## src/rtl/blackjack_hand_scorer.sv

```systemverilog
// Blackjack hand scorer: fetches cards from an upstream source and tracks the best hand value and status flags.
// Define DEALER_AUTO_EN to have the hand draw automatically until the score reaches STAND_AT.
module blackjack_hand_scorer #(
    parameter int CARD_LAT = 1,
    parameter int STAND_AT = 17
) (
    input  logic       clk_i,
    input  logic       rst_i,
    input  logic       deal_start_i,
    input  logic       hit_i,
    input  logic       stand_i,
    input  logic [7:0] card_i,
    output logic       request_card_o,
    output logic [5:0] score_o,
    output logic [3:0] card_count_o,
    output logic       soft_o,
    output logic       bust_o,
    output logic       blackjack_o,
    output logic       done_o,
    output logic       busy_o
);

    typedef enum logic [2:0] {
        IDLE = 3'd0,
        REQ  = 3'd1,
        WAIT = 3'd2,
        ADD  = 3'd3,
        PLAY = 3'd4,
        DONE = 3'd5
    } state_t;

    localparam logic [2:0] LAT = 3'(CARD_LAT);

    if (CARD_LAT < 1 || CARD_LAT > 7 || STAND_AT < 0 || STAND_AT > 63) begin : g_param_check
        $error("blackjack_hand_scorer: CARD_LAT or STAND_AT out of range");
    end

    state_t     state, state_n;
    logic [2:0] lat_cnt;
    logic [3:0] rank_q;
    logic [5:0] hard_q;
    logic       ace_q;

    logic [5:0] hard_n;
    logic       ace_n;
    logic [3:0] count_n;
    logic [5:0] score_n;
    logic       soft_n;
    logic       last_wait;
    logic       card_ok;
    logic       card_unused;

    assign card_unused = ^card_i[7:4];

    function automatic logic rank_valid(input logic [3:0] r);
        return (r >= 4'd1) && (r <= 4'd13);
    endfunction

    function automatic logic [3:0] rank_value(input logic [3:0] r);
        if (r >= 4'd11 && r <= 4'd13) return 4'd10;
        if (r >= 4'd1 && r <= 4'd10)  return r;
        return 4'd0;
    endfunction

    assign last_wait = (lat_cnt == LAT);
    assign card_ok   = rank_valid(card_i[3:0]);

    // Hand totals as they will stand once the latched card is added.
    always_comb begin
        hard_n  = hard_q + {2'b00, rank_value(rank_q)};
        ace_n   = ace_q | (rank_q == 4'd1);
        count_n = (card_count_o == 4'd15) ? 4'd15 : card_count_o + 4'd1;
        score_n = hard_n;
        soft_n  = 1'b0;
        if (ace_n && hard_n <= 6'd11) begin
            score_n = hard_n + 6'd10;
            soft_n  = 1'b1;
        end
    end

    always_ff @(posedge clk_i) begin
        if (rst_i) state <= IDLE;
        else       state <= state_n;
    end

    always_comb begin
        state_n = state;
        if (deal_start_i) begin
            state_n = REQ;
        end else begin
            case (state)
                IDLE: state_n = IDLE;
                REQ:  state_n = WAIT;
                WAIT: if (last_wait) state_n = card_ok ? ADD : REQ;
                ADD: begin
                    if (score_n > 6'd21)                          state_n = DONE;
                    else if (count_n == 4'd2 && score_n == 6'd21) state_n = DONE;
                    else if (count_n < 4'd2)                      state_n = REQ;
                    else                                          state_n = PLAY;
                end
                PLAY: begin
`ifdef DEALER_AUTO_EN
                    // Dealer stands on any 17, soft or hard.
                    if (score_o < 6'(STAND_AT)) state_n = REQ;
                    else                        state_n = DONE;
`else
                    if (stand_i)    state_n = DONE;
                    else if (hit_i) state_n = REQ;
`endif
                end
                DONE:    state_n = DONE;
                default: state_n = IDLE;
            endcase
        end
    end

`ifdef DEALER_AUTO_EN
    logic ctrl_unused;
    assign ctrl_unused = hit_i ^ stand_i;
`endif

    always_ff @(posedge clk_i) begin
        if (rst_i) begin
            request_card_o <= 1'b0;
            busy_o         <= 1'b0;
            done_o         <= 1'b0;
            lat_cnt        <= 3'd0;
            rank_q         <= 4'd0;
            hard_q         <= 6'd0;
            ace_q          <= 1'b0;
            card_count_o   <= 4'd0;
            score_o        <= 6'd0;
            soft_o         <= 1'b0;
            bust_o         <= 1'b0;
            blackjack_o    <= 1'b0;
        end else begin
            request_card_o <= (state_n == REQ);
            busy_o         <= (state_n == REQ) || (state_n == WAIT) || (state_n == ADD);
            done_o         <= (state_n == DONE);
            if (deal_start_i) begin
                // A card still in flight is dropped simply by leaving WAIT/ADD.
                lat_cnt      <= 3'd0;
                rank_q       <= 4'd0;
                hard_q       <= 6'd0;
                ace_q        <= 1'b0;
                card_count_o <= 4'd0;
                score_o      <= 6'd0;
                soft_o       <= 1'b0;
                bust_o       <= 1'b0;
                blackjack_o  <= 1'b0;
            end else begin
                case (state)
                    REQ: lat_cnt <= 3'd1;
                    WAIT: begin
                        lat_cnt <= lat_cnt + 3'd1;
                        if (last_wait) rank_q <= card_i[3:0];
                    end
                    ADD: begin
                        hard_q       <= hard_n;
                        ace_q        <= ace_n;
                        card_count_o <= count_n;
                        score_o      <= score_n;
                        soft_o       <= soft_n;
                        bust_o       <= (score_n > 6'd21);
                        blackjack_o  <= (count_n == 4'd2) && (score_n == 6'd21);
                    end
                    default: ;
                endcase
            end
        end
    end

endmodule
```

## config.mk

```make
export PLATFORM = sky130hd
export DESIGN_NAME = blackjack_hand_scorer
export DESIGN_NICKNAME = d
export VERILOG_FILES = /design/src/rtl/blackjack_hand_scorer.sv
export SDC_FILE = /design/constraint.sdc
export NUM_CORES = 1
export LEC_CHECK = 0
export CAP_MARGIN = 10
export CORE_AREA = 4 4 84 66
export DETAILED_ROUTE_END_ITERATION = 8
export DIE_AREA = 0 0 88 70
export SETUP_SLACK_MARGIN = 0.15
export SLEW_MARGIN = 20
export SYNTH_ARGS = -nofsm -noshare
export SYNTH_HDL_FRONTEND = slang
export SYNTH_SLANG_ARGS = --single-unit
```

## constraint.sdc

```tcl
create_clock -name clk_i -period 7 [get_ports clk_i]
set_clock_uncertainty 0.1 [all_clocks]
set_input_delay 0.7 -clock clk_i [delete_from_list [all_inputs] [get_ports clk_i]]
set_output_delay 0.7 -clock clk_i [all_outputs]
set_load 0.005 [all_outputs]
```

# Word level (Yosys, flattened, before mapping)
# Index checks and enable logic that the tools add are counted.
# op_classes
add_sub_neg	4
n_mul	0
div_mod_pow	0
order_cmp	9
n_eq_ne	14
n_shift	0
muxes	20
bitwise	1
n_reduce_logical	10
# ops
cell	n
two-way mux 3 bit	7
two-way mux 4 bit	5
case mux 3 bit (5 select lines)	1
equality test 3 x 2 -> 1 bit, second input constant	4
less-or-equal comparator 4 bit, second input constant	3
equality test 3 x 1 -> 1 bit, second input constant	3
equality test 3 bit, second input constant	3
greater-or-equal comparator 4 x 1 -> 1 bit, second input constant	2
adder 6 x 4 -> 6 bit	1
adder 6 x 4 -> 6 bit, second input constant	1
equality test 6 x 5 -> 1 bit, second input constant	1
> comparator 6 x 5 -> 1 bit, second input constant	1
less-or-equal comparator 6 x 4 -> 1 bit, second input constant	1
two-way mux 6 bit	1
case mux 3 bit (2 select lines)	1
logical AND 1 bit	5
adder 4 x 1 -> 4 bit, second input constant	1
equality test 4 x 1 -> 1 bit, second input constant	1
equality test 4 x 2 -> 1 bit, second input constant	1
equality test 4 bit, second input constant	1
greater-or-equal comparator 4 bit, second input constant	1
< comparator 4 x 2 -> 1 bit, second input constant	1
two-way mux 1 bit	4
adder 3 x 1 -> 3 bit, second input constant	1
6 further kinds	7
# word_totals
reg_bits	33
latch_bits	0
ramBits	0
mem_bits_ro	0
in_bits	13
output_inout_bits	16
elab_cells	71
n_memories	0

# Longest topological paths before layout
# Gate-level depths: netlist (run 1).
# logic_depth
word_depth	19
ltp_mapped	14
mapped_depth_nobuf	14

# Least setup slack after synthesis (run 1)
# No wires, ideal clock.
# synth_timing
kind	register to register
startpoint	register rank_q[1]
endpoint	register request_card_o
setup_ps	116
t_arrival_ps	3043
t_required_ps	6784
path_slack_ps	3741
path_stages_with_launch	15
n_path_buf	0
period_less_slack_ps	3259
cell_sequence	dfxtp_1 -> o21ai_0 -> and2_1 -> ha_1 -> inv_1 -> fa_1 -> xor2_1 -> inv_2 -> ha_1 -> nor4_4 -> mux2i_1 -> o41ai_2 -> a21oi_1 -> a211o_1 -> and4_1
# synth_between
elab_chain_cells	17
elab_cells_between_ends	27
cone_classes	2 x add/sub; 6 x order compare; 3 x eq/ne; 11 x mux; 1 x bitwise; 4 x reduce/logical
# synth_rtl
item	line	rtl
start, declared	40	logic [3:0] rank_q;
start signal, assigned	156	if (last_wait) rank_q <= card_i[3:0];
greater-or-equal comparator 4 x 1 -> 1 bit / less-or-equal comparator 4 bit (equally long branches)	61	if (r >= 4'd1 && r <= 4'd10) return r;
logical AND 1 bit	61	
two-way mux 1 bit (2 in series)	61	
two-way mux 4 bit	62	return 4'd0;
two-way mux 4 bit (*)	61	
adder 6 x 4 -> 6 bit (*)	70	hard_n = hard_q + {2'b00, rank_value(rank_q)};
via hard_n[2]	44	logic [5:0] hard_n;
less-or-equal comparator 6 x 4 -> 1 bit	75	if (ace_n && hard_n <= 6'd11) begin
logical AND 1 bit	75	
two-way mux 6 bit (*)	75	
branches (longest 3 deep; another with > comparator 6 x 5 -> 1 bit)	-	
two-way mux 3 bit (*)	96	if (score_n > 6'd21) state_n = DONE;
case mux 3 bit (5 select lines) (*)	91	case (state)
two-way mux 3 bit (*)	88	if (deal_start_i) begin
equality test 3 x 1 -> 1 bit (*)	137	request_card_o <= (state_n == REQ);
end signal, assigned	137	
end, declared	13	output logic request_card_o,
# Mark *: on every way through the listed nets, which the timed path passes. The select of a mux whose other input is x is not followed.
# A chain may end at the register's enable or synchronous reset.

# Worst setup path after layout (run 1)
# layout_timing
startpoint	register rank_q[1]
endpoint	register done_o
# layout_between
elab_chain_cells	17
elab_cells_between_ends	27
cone_classes	2 x add/sub; 6 x order compare; 3 x eq/ne; 11 x mux; 1 x bitwise; 4 x reduce/logical
# layout_rtl
item	line	rtl
greater-or-equal comparator 4 x 1 -> 1 bit / less-or-equal comparator 4 bit (equally long branches)	61	
logical AND 1 bit	61	
two-way mux 1 bit (2 in series)	61	
two-way mux 4 bit	62	
two-way mux 4 bit (*)	61	
adder 6 x 4 -> 6 bit (*)	70	
via hard_n[2]	44	
less-or-equal comparator 6 x 4 -> 1 bit	75	
logical AND 1 bit	75	
two-way mux 6 bit (*)	75	
branches (longest 3 deep; another with > comparator 6 x 5 -> 1 bit)	-	
two-way mux 3 bit (*)	96	
case mux 3 bit (5 select lines) (*)	91	
two-way mux 3 bit (*)	88	
equality test 3 bit (*)	139	done_o <= (state_n == DONE);
end signal, assigned	139	
end, declared	19	output logic done_o,
# Marked as above.

==> results of run 1 <==
[critical path, delay by kind of cell, from the launching register on]
family                   cells  cell delay [ns]
adder cells (fa/ha/maj)      3             0.82
buffers and inverters        2             0.19
AO/OA/AOI/OAI                4             0.77
XOR/XNOR                     1             0.31
flip-flops                   1             0.35
multiplexers                 1             0.36
AND/OR/NAND/NOR              3             0.61
[state kept, by name (all words and copies together) (netlist names), 3 cells and up]
name,count
lat_cnt,3
hard_q,5
state,3
score_o,6
card_count_o,4
rank_q,4
[report_power, final]
part	switching [mW]	internal (mW)
logic	0.00974	0.00962
clock network	0.0716	0.106
registers	0.00245	0.184
[worst min path at each step]
stage | startpoint | to | slack, ns
after CTS | blackjack_o | blackjack_o | 0.36
after floorplan | hard_q[2] | hard_q[2] | 0.34
after global placement | blackjack_o | blackjack_o | 0.34
final | blackjack_o | blackjack_o | 0.35
after detailed placement | blackjack_o | blackjack_o | 0.35
after global routing | blackjack_o | blackjack_o | 0.39
[routing by layer]
layer	part of all wire [%]	vias to the layer above	global-route usage (%)
met1	53	716	20.4
met5	0	-	0
met2	40	32	19.6
met3	5.2	8	3.89
li1	-	836	-
met4	1.5	0	5.11
[final cells by class]
cell class                 instances  area [um^2]
fill                             469         2540
clock inverter                     2         35.0
multi-input combinational        172         1110
sequential                        32          641
inverter                          12         45.0
tap                               60         75.1
clock buffer                       6         72.6
timing repair buffer              25          248
[placed cells by master, fill, tap and decap left out, types with 7 or more instances in the layout]
| master | netlist | final |
|---|---|---|
| sky130_fd_sc_hd__nor2_1 | 38 | 38 |
| sky130_fd_sc_hd__dfxtp_1 | 32 | 32 |
| sky130_fd_sc_hd__a21oi_1 | 26 | 26 |
| sky130_fd_sc_hd__clkdlybuf4s50_1 | 0 | 24 |
| sky130_fd_sc_hd__nand2_1 | 15 | 15 |
| sky130_fd_sc_hd__inv_1 | 10 | 10 |
| sky130_fd_sc_hd__ha_1 | 9 | 9 |
| sky130_fd_sc_hd__o21ai_0 | 8 | 8 |
| sky130_fd_sc_hd__nand3_1 | 7 | 7 |
[stage by stage]
step	utilization, %	hold WS (ns)	instances	area, um^2
floorplan	-	0.341	224	1830
global placement	44.4	0.338	301	2120
detailed placement	44.4	0.347	301	2120
CTS	46.7	0.357	309	2220
global route	46.7	0.386	309	2220
finish	46.7	0.353	309	2220
[cell families after synthesis]
family / count (synthesis) / synth area share [%]
AO/OA/AOI/OAI: 54 / 19.1
XOR/XNOR: 11 / 6.10
adder cells (fa/ha/maj): 10 / 7.26
buffers and inverters: 20 / 4.32
flip-flops: 32 / 35.1
multiplexers: 6 / 3.29
AND/OR/NAND/NOR: 91 / 24.9
==> Implementation_results.wiki, run 1 <==
{| class="wikitable"
! Metric !! Value
|-
| Cells after synthesis || ~220
|-
| TritonCTS clock tree || yes
|-
| Dominant synthesized flop cell || sky130_fd_sc_hd__dfxtp_1
|-
| Required arrival time at the worst endpoint || 7.08 ns
|-
| Final Routed Wirelength || 3950 um
|-
| Final setup vio count || 0
|-
| Worst-case headroom to the max-slew limit || 59.3%
|-
| Setup repair after global routing missed its margin || false
|-
| Drt first-iter violations || 73
|-
| Post-CTS Setup Inserts || 0
|-
| Total number of yosys warnings || 0
|-
| CP max stage cell || sky130_fd_sc_hd__fa_1
|-
| Sequential element share of the synthesized area || 35.1%
|-
| Buffer cell driving the clock tree root || sky130_fd_sc_hd__clkbuf_8
|-
| Final Critical Period || approximately 3.6 ns
|-
| Crit path launch || rank_q[1]
|-
| Max Root-Sink Buffers || 2
|-
| Commonest cells in the netlist || sky130_fd_sc_hd__nor2_1, sky130_fd_sc_hd__dfxtp_1, sky130_fd_sc_hd__a21oi_1
|-
| # rows || 22
|-
| Count of pins on the block boundary || 29
|-
| Routed via count || 1592
|-
| Total power draw || 0.383 mW
|-
| Number of antenna violations at the first check in global routing || 0
|-
| Count of antenna diodes in the layout || 0
|-
| Critical path's most frequent cell || sky130_fd_sc_hd__ha_1
|-
| Signed area change from the synthesized netlist to the final layout || 21.7%
|-
| Top fanout value on the critical path || 8
|-
| Clock latency of the later-clocked register in the worst-skew pair || roughly 0.29 ns
|-
| Detailed-router iteration count before antenna repair || 4
|-
| Antenna viol nets, final || 0
|-
| Initial standard-cell utilization of the core || 38.4%
|-
| Worst path cell trace || o21ai_0 > and2_1 > ha_1 > inv_1 > fa_1 > xor2_1 > inv_2 > ha_1 > nor4_4 > mux2i_1 > o41ai_2 > a21oi_1 > a211o_1 > and3b_1
|-
| Total negative setup slack || 0 ns
|-
| FF-to-FF path depth || 14
|-
| Number of global-route vias before repair || ~1400
|-
| Arrival time at the worst endpoint || 3.70 ns
|-
| Final net count || approximately 270
|-
| Cell with the most instances after synthesis || sky130_fd_sc_hd__nor2_1
|-
| Synth Net Count || about 250
|-
| Minimum setup slack after placement || 3.37 ns
|-
| Count of state elements after synthesis || 32
|-
| Sinks on Clock Net || 32
|-
| HPWL after detailed placement || between 2000 and 3000 um
|-
| Number of distinct library cells after synthesis || 47
|-
| Lkg Pwr || 0.856 nW
|-
| Final clock period utilization by the worst path || 51.7%
|-
| Overall die height || 70 um
|-
| Hold violation total from the final report || 0
|-
| EDFF count, synth || 0
|-
| Status || completed
|-
| DR WL/cell || approximately 13 um
|-
| PortBufs || 24
|-
| Type of the worst setup path || reg -> reg
|-
| Number of levels in the clock H-tree || 2
|-
| Async set-reset flop share out of synthesis || 0%
|-
| Total Die Area || 6160 um^2
|-
| Inserted Clock Buffers || 5
|-
| Worst hold stages || 2
|-
| Overall overflow remaining after global route || 0
|-
| Highest attainable clock frequency || ~280 MHz
|-
| Clock-pin slew of the registers on the worst-case setup and hold paths || 0.07 ns
|-
| Slew at the pin closest to its max-slew limit || 0.609 ns
|-
| Critical R2R Capture || done_o
|-
| Kind of start point of the critical path || register
|-
| DRC || 0
|-
| Worst hold path type || reg -> reg
|-
| Hold bufs inserted after CTS || 0
|-
| Worst path max stage delay || 0.39 ns
|-
| Post-Synthesis Mean Instance Area || 8.16 um^2
|-
| Max Cap Viol || 0
|-
| Register-to-register path setup slack || 3.38 ns
|-
| Maximum number of pins on one net before global-route repair || 26
|-
| Via-to-Cell Ratio || ~5
|-
| Least setup slack across all paths after layout || 3.38 ns
|-
| Horizontal die dimension || around 90 um
|-
| Post-cts sizing count || 0
|-
| Timing endpoint of the critical path || done_o
|-
| Post-Syn Area || 1830 um^2
|-
| Core Box Area || 4760 um^2
|-
| Most area-hungry cell type in the Yosys netlist || sky130_fd_sc_hd__dfxtp_1
|-
| Leading cell types by total area after synthesis || sky130_fd_sc_hd__dfxtp_1, sky130_fd_sc_hd__nor2_1, sky130_fd_sc_hd__a21oi_1
|-
| Number of pins with negative max-slew slack in the final report || 0
|-
| Global-route wire length before repair || approximately 6800 um
|-
| R2r startpoint || rank_q[1]
|-
| Final estimated routing congestion in global placement || 0.831
|-
| Pwr/cell area || around 170 nW/um^2
|-
| Global router's overall resource usage || 14.1%
|-
| Proportion of netlist area held by the largest area contributor || 35.1%
|-
| Worst-case vdd ir drop || 0.000127 V
|-
| Endpoint type of the worst setup path || register
|-
| Fraction of final layout cells with drive strength greater than 1 || 7.63%
|}
No activity file was read; power rests on OpenSTA's default activity.
==> run 2: changes to the inputs <==
Clock period 7 ns to 3.4 ns, I/O delays scaled along.
==> run 2 against run 1 <==
  * Maximum frequency is 13% higher
  * Sequential power increased by 110%
  * Worst hold slack barely moved
  * Sequential share of layout area decreased by 1.6 points
  * Count of clock-buffer cells in the layout increased by 1
  * Power rose by 120%
  * Final cell count grew 3.2%
  * Largest power group is now the clock network
==> Implementation_results.wiki, run 2 (same netlist as run 1, synthesis figures left out) <==
{| class="wikitable"
! Metric !! Value
|-
| Type of the worst setup path || reg -> reg
|-
| Status || completed
|-
| Worst hold path type || reg -> reg
|-
| Buffer cell driving the clock tree root || sky130_fd_sc_hd__clkbuf_8
|-
| Final net count || around 280
|-
| Register-to-register path setup slack || 0.20 ns
|-
| HPWL after detailed placement || 2940 um
|-
| Number of antenna violations at the first check in global routing || 0
|-
| Core occupancy in the finished layout || ~50%
|-
| Arrival time at the worst endpoint || 3.28 ns
|-
| Count of pins on the block boundary || 29
|-
| Fillcell total || ~480
|-
| Lkg Pwr || 0.939 nW
|-
| Most common cell after layout, fill and taps aside || sky130_fd_sc_hd__nor2_1
|-
| Register area || 646 um^2
|-
| PortBufs || 24
|-
| Number of pins with negative max-slew slack in the final report || 0
|-
| Initial standard-cell utilization of the core || 38.4%
|-
| Inserted Clock Buffers || 5
|-
| Overall die height || 70 um
|-
| Setup repair after global routing missed its margin || true
|-
| Cell area after placement || 2180 um^2
|-
| Final Routed Wirelength || 4060 um
|-
| Number of global-route vias before repair || 1454
|-
| Worst-case headroom to the max-slew limit || between 50% and 60%
|-
| Largest registers || score_o: 6 flops, hard_q: 5 flops
|-
| Global router's overall resource usage || 14.1%
|-
| Fraction of final layout cells with drive strength greater than 1 || 16.6%
|-
| # rows || 22
|-
| Antenna viol nets, final || 0
|-
| Area taken by multi-input logic gates || 1160 um^2
|-
| Horizontal die dimension || between 80 and 90 um
|-
| Total negative setup slack || 0 ns
|-
| Least setup slack across all paths after layout || 0.200 ns
|-
| DR WL/cell || 12.7 um
|-
| Sinks on Clock Net || 32
|-
| TritonCTS clock tree || yes
|-
| Final Critical Period || about 3.2 ns
|-
| Layout Cell Area excl Fill || 2380 um^2
|-
| Global-route wire length before repair || 6880 um
|-
| # placed instances || 309
|-
| Hold violation total from the final report || 0
|-
| Hold Path Sink || score_o[3]
|-
| Signed area change from the synthesized netlist to the final layout || 30.1%
|-
| Routed via count || 1656
|-
| Detailed-router iteration count before antenna repair || 4
|-
| Via-to-Cell Ratio || 5.19
|-
| Number of levels in the clock H-tree || 2
|-
| Overall overflow remaining after global route || 0
|-
| Largest register by flop count || score_o
|-
| Final clock period utilization by the worst path || between 90% and 100%
|-
| DRC || 0
|-
| Max reg flops || 6
|-
| Total power draw || 0.827 mW
|-
| Hold Crit Start || score_o[3]
|-
| Kind of start point of the critical path || register
|-
| Worst hold stages || 2
|-
| Hold bufs inserted after CTS || 0
|-
| Drt first-iter violations || 91
|-
| FF-to-FF path depth || 14
|-
| Total Die Area || 6160 um^2
|-
| Maximum number of pins on one net before global-route repair || 24
|-
| Final estimated routing congestion in global placement || 0.811
|-
| Highest attainable clock frequency || 312 MHz
|-
| Minimum setup slack after placement || 0.0350 ns
|-
| Top fanout value on the critical path || 6
|-
| Max Cap Viol || 0
|-
| Required arrival time at the worst endpoint || approximately 3.5 ns
|-
| R2r startpoint || rank_q[2]
|-
| Clock-pin slew of the registers on the worst-case setup and hold paths || 0.07 ns
|-
| Max Root-Sink Buffers || 2
|-
| Endpoint type of the worst setup path || register
|-
| Clock latency of the later-clocked register in the worst-skew pair || roughly 0.28 ns
|-
| Hold slack final || 0.354 ns
|-
| Pwr/cell area || between 300 and 400 nW/um^2
|-
| Final setup vio count || 0
|-
| Most frequent cells in the layout || sky130_fd_sc_hd__nor2_1, sky130_fd_sc_hd__dfxtp_1, sky130_fd_sc_hd__a21oi_1, sky130_fd_sc_hd__clkdlybuf4s50_1, sky130_fd_sc_hd__nand2_1
|-
| Worst-case vdd ir drop || 0.000244 V
|-
| Count of antenna diodes in the layout || 0
|-
| Non-filler cells in the finished layout || 319
|-
| Slew at the pin closest to its max-slew limit || just over 0.6 ns
|-
| Core Box Area || 4760 um^2
|-
| Critical R2R Capture || request_card_o
|}
-- run 2: routing by layer --
layer / GRT usage, % / share of wire [%]
met1: 20.8 / 50
met2: 20.0 / 43
met3: 3.54 / 5.4
met4: 4.09 / 0.91
met5: 0 / 0
-- run 2: area by class of cell --
| cell class | instances | area share [%] |
|---|---|---|
| tap | 60 | 3.16 |
| timing repair buffer | 35 | 13.6 |
| inverter | 12 | 1.90 |
| clock inverter | 1 | 1.26 |
| sequential | 32 | 27.2 |
| clock buffer | 7 | 4.05 |
| multi-input combinational | 172 | 48.9 |
-- run 2: timing repair --
| action | 4_1_cts | 5_1_grt |
|---|---|---|
| pin swaps | 2 | 3 |
| endpoints found under the hold margin | 0 | 0 |
| resized for setup | 4 | 10 |
| buffers inserted | 1 | 1 |
| setup endpoints to repair | 4 | 5 |
-- run 2: worst max-delay path by stage --
| stage | start | end | depth (start not counted) |
|---|---|---|---|
| CTS | rank_q[2] | done_o | 14 |
| floorplan | rank_q[1] | request_card_o | 14 |
| detailed placement | rank_q[2] | request_card_o | 14 |
| finish | rank_q[2] | request_card_o | 14 |
| global route | rank_q[2] | request_card_o | 14 |
| global placement | rank_q[2] | request_card_o | 14 |
-- run 2: power by group --
part	switching, mW	internal, mW
Combinational	0.0206	0.0202
Clock	0.145	0.259
Sequential	0.00493	0.378
-- run 2: critical path: stages, from the launching register on --
cell and delay (ns):
sky130_fd_sc_hd__dfxtp_4 0.36, sky130_fd_sc_hd__o21ai_1 0.11, sky130_fd_sc_hd__and2_1 0.14, sky130_fd_sc_hd__ha_2 0.18
sky130_fd_sc_hd__inv_2 0.04, sky130_fd_sc_hd__fa_2 0.36, sky130_fd_sc_hd__nand2b_4 0.16, sky130_fd_sc_hd__a21oi_4 0.23
sky130_fd_sc_hd__xnor2_2 0.16, sky130_fd_sc_hd__o211ai_1 0.13, sky130_fd_sc_hd__xnor2_1 0.19, sky130_fd_sc_hd__o41ai_2 0.36
sky130_fd_sc_hd__a21oi_2 0.13, sky130_fd_sc_hd__a211o_1 0.29, sky130_fd_sc_hd__and4_1 0.15
==> run 3: changes to the inputs <==
Settings changed: PLACE_DENSITY set to 0.6.
==> results of run 3 <==
The final DEF is identical to that of run 2; final timing and power are the same.
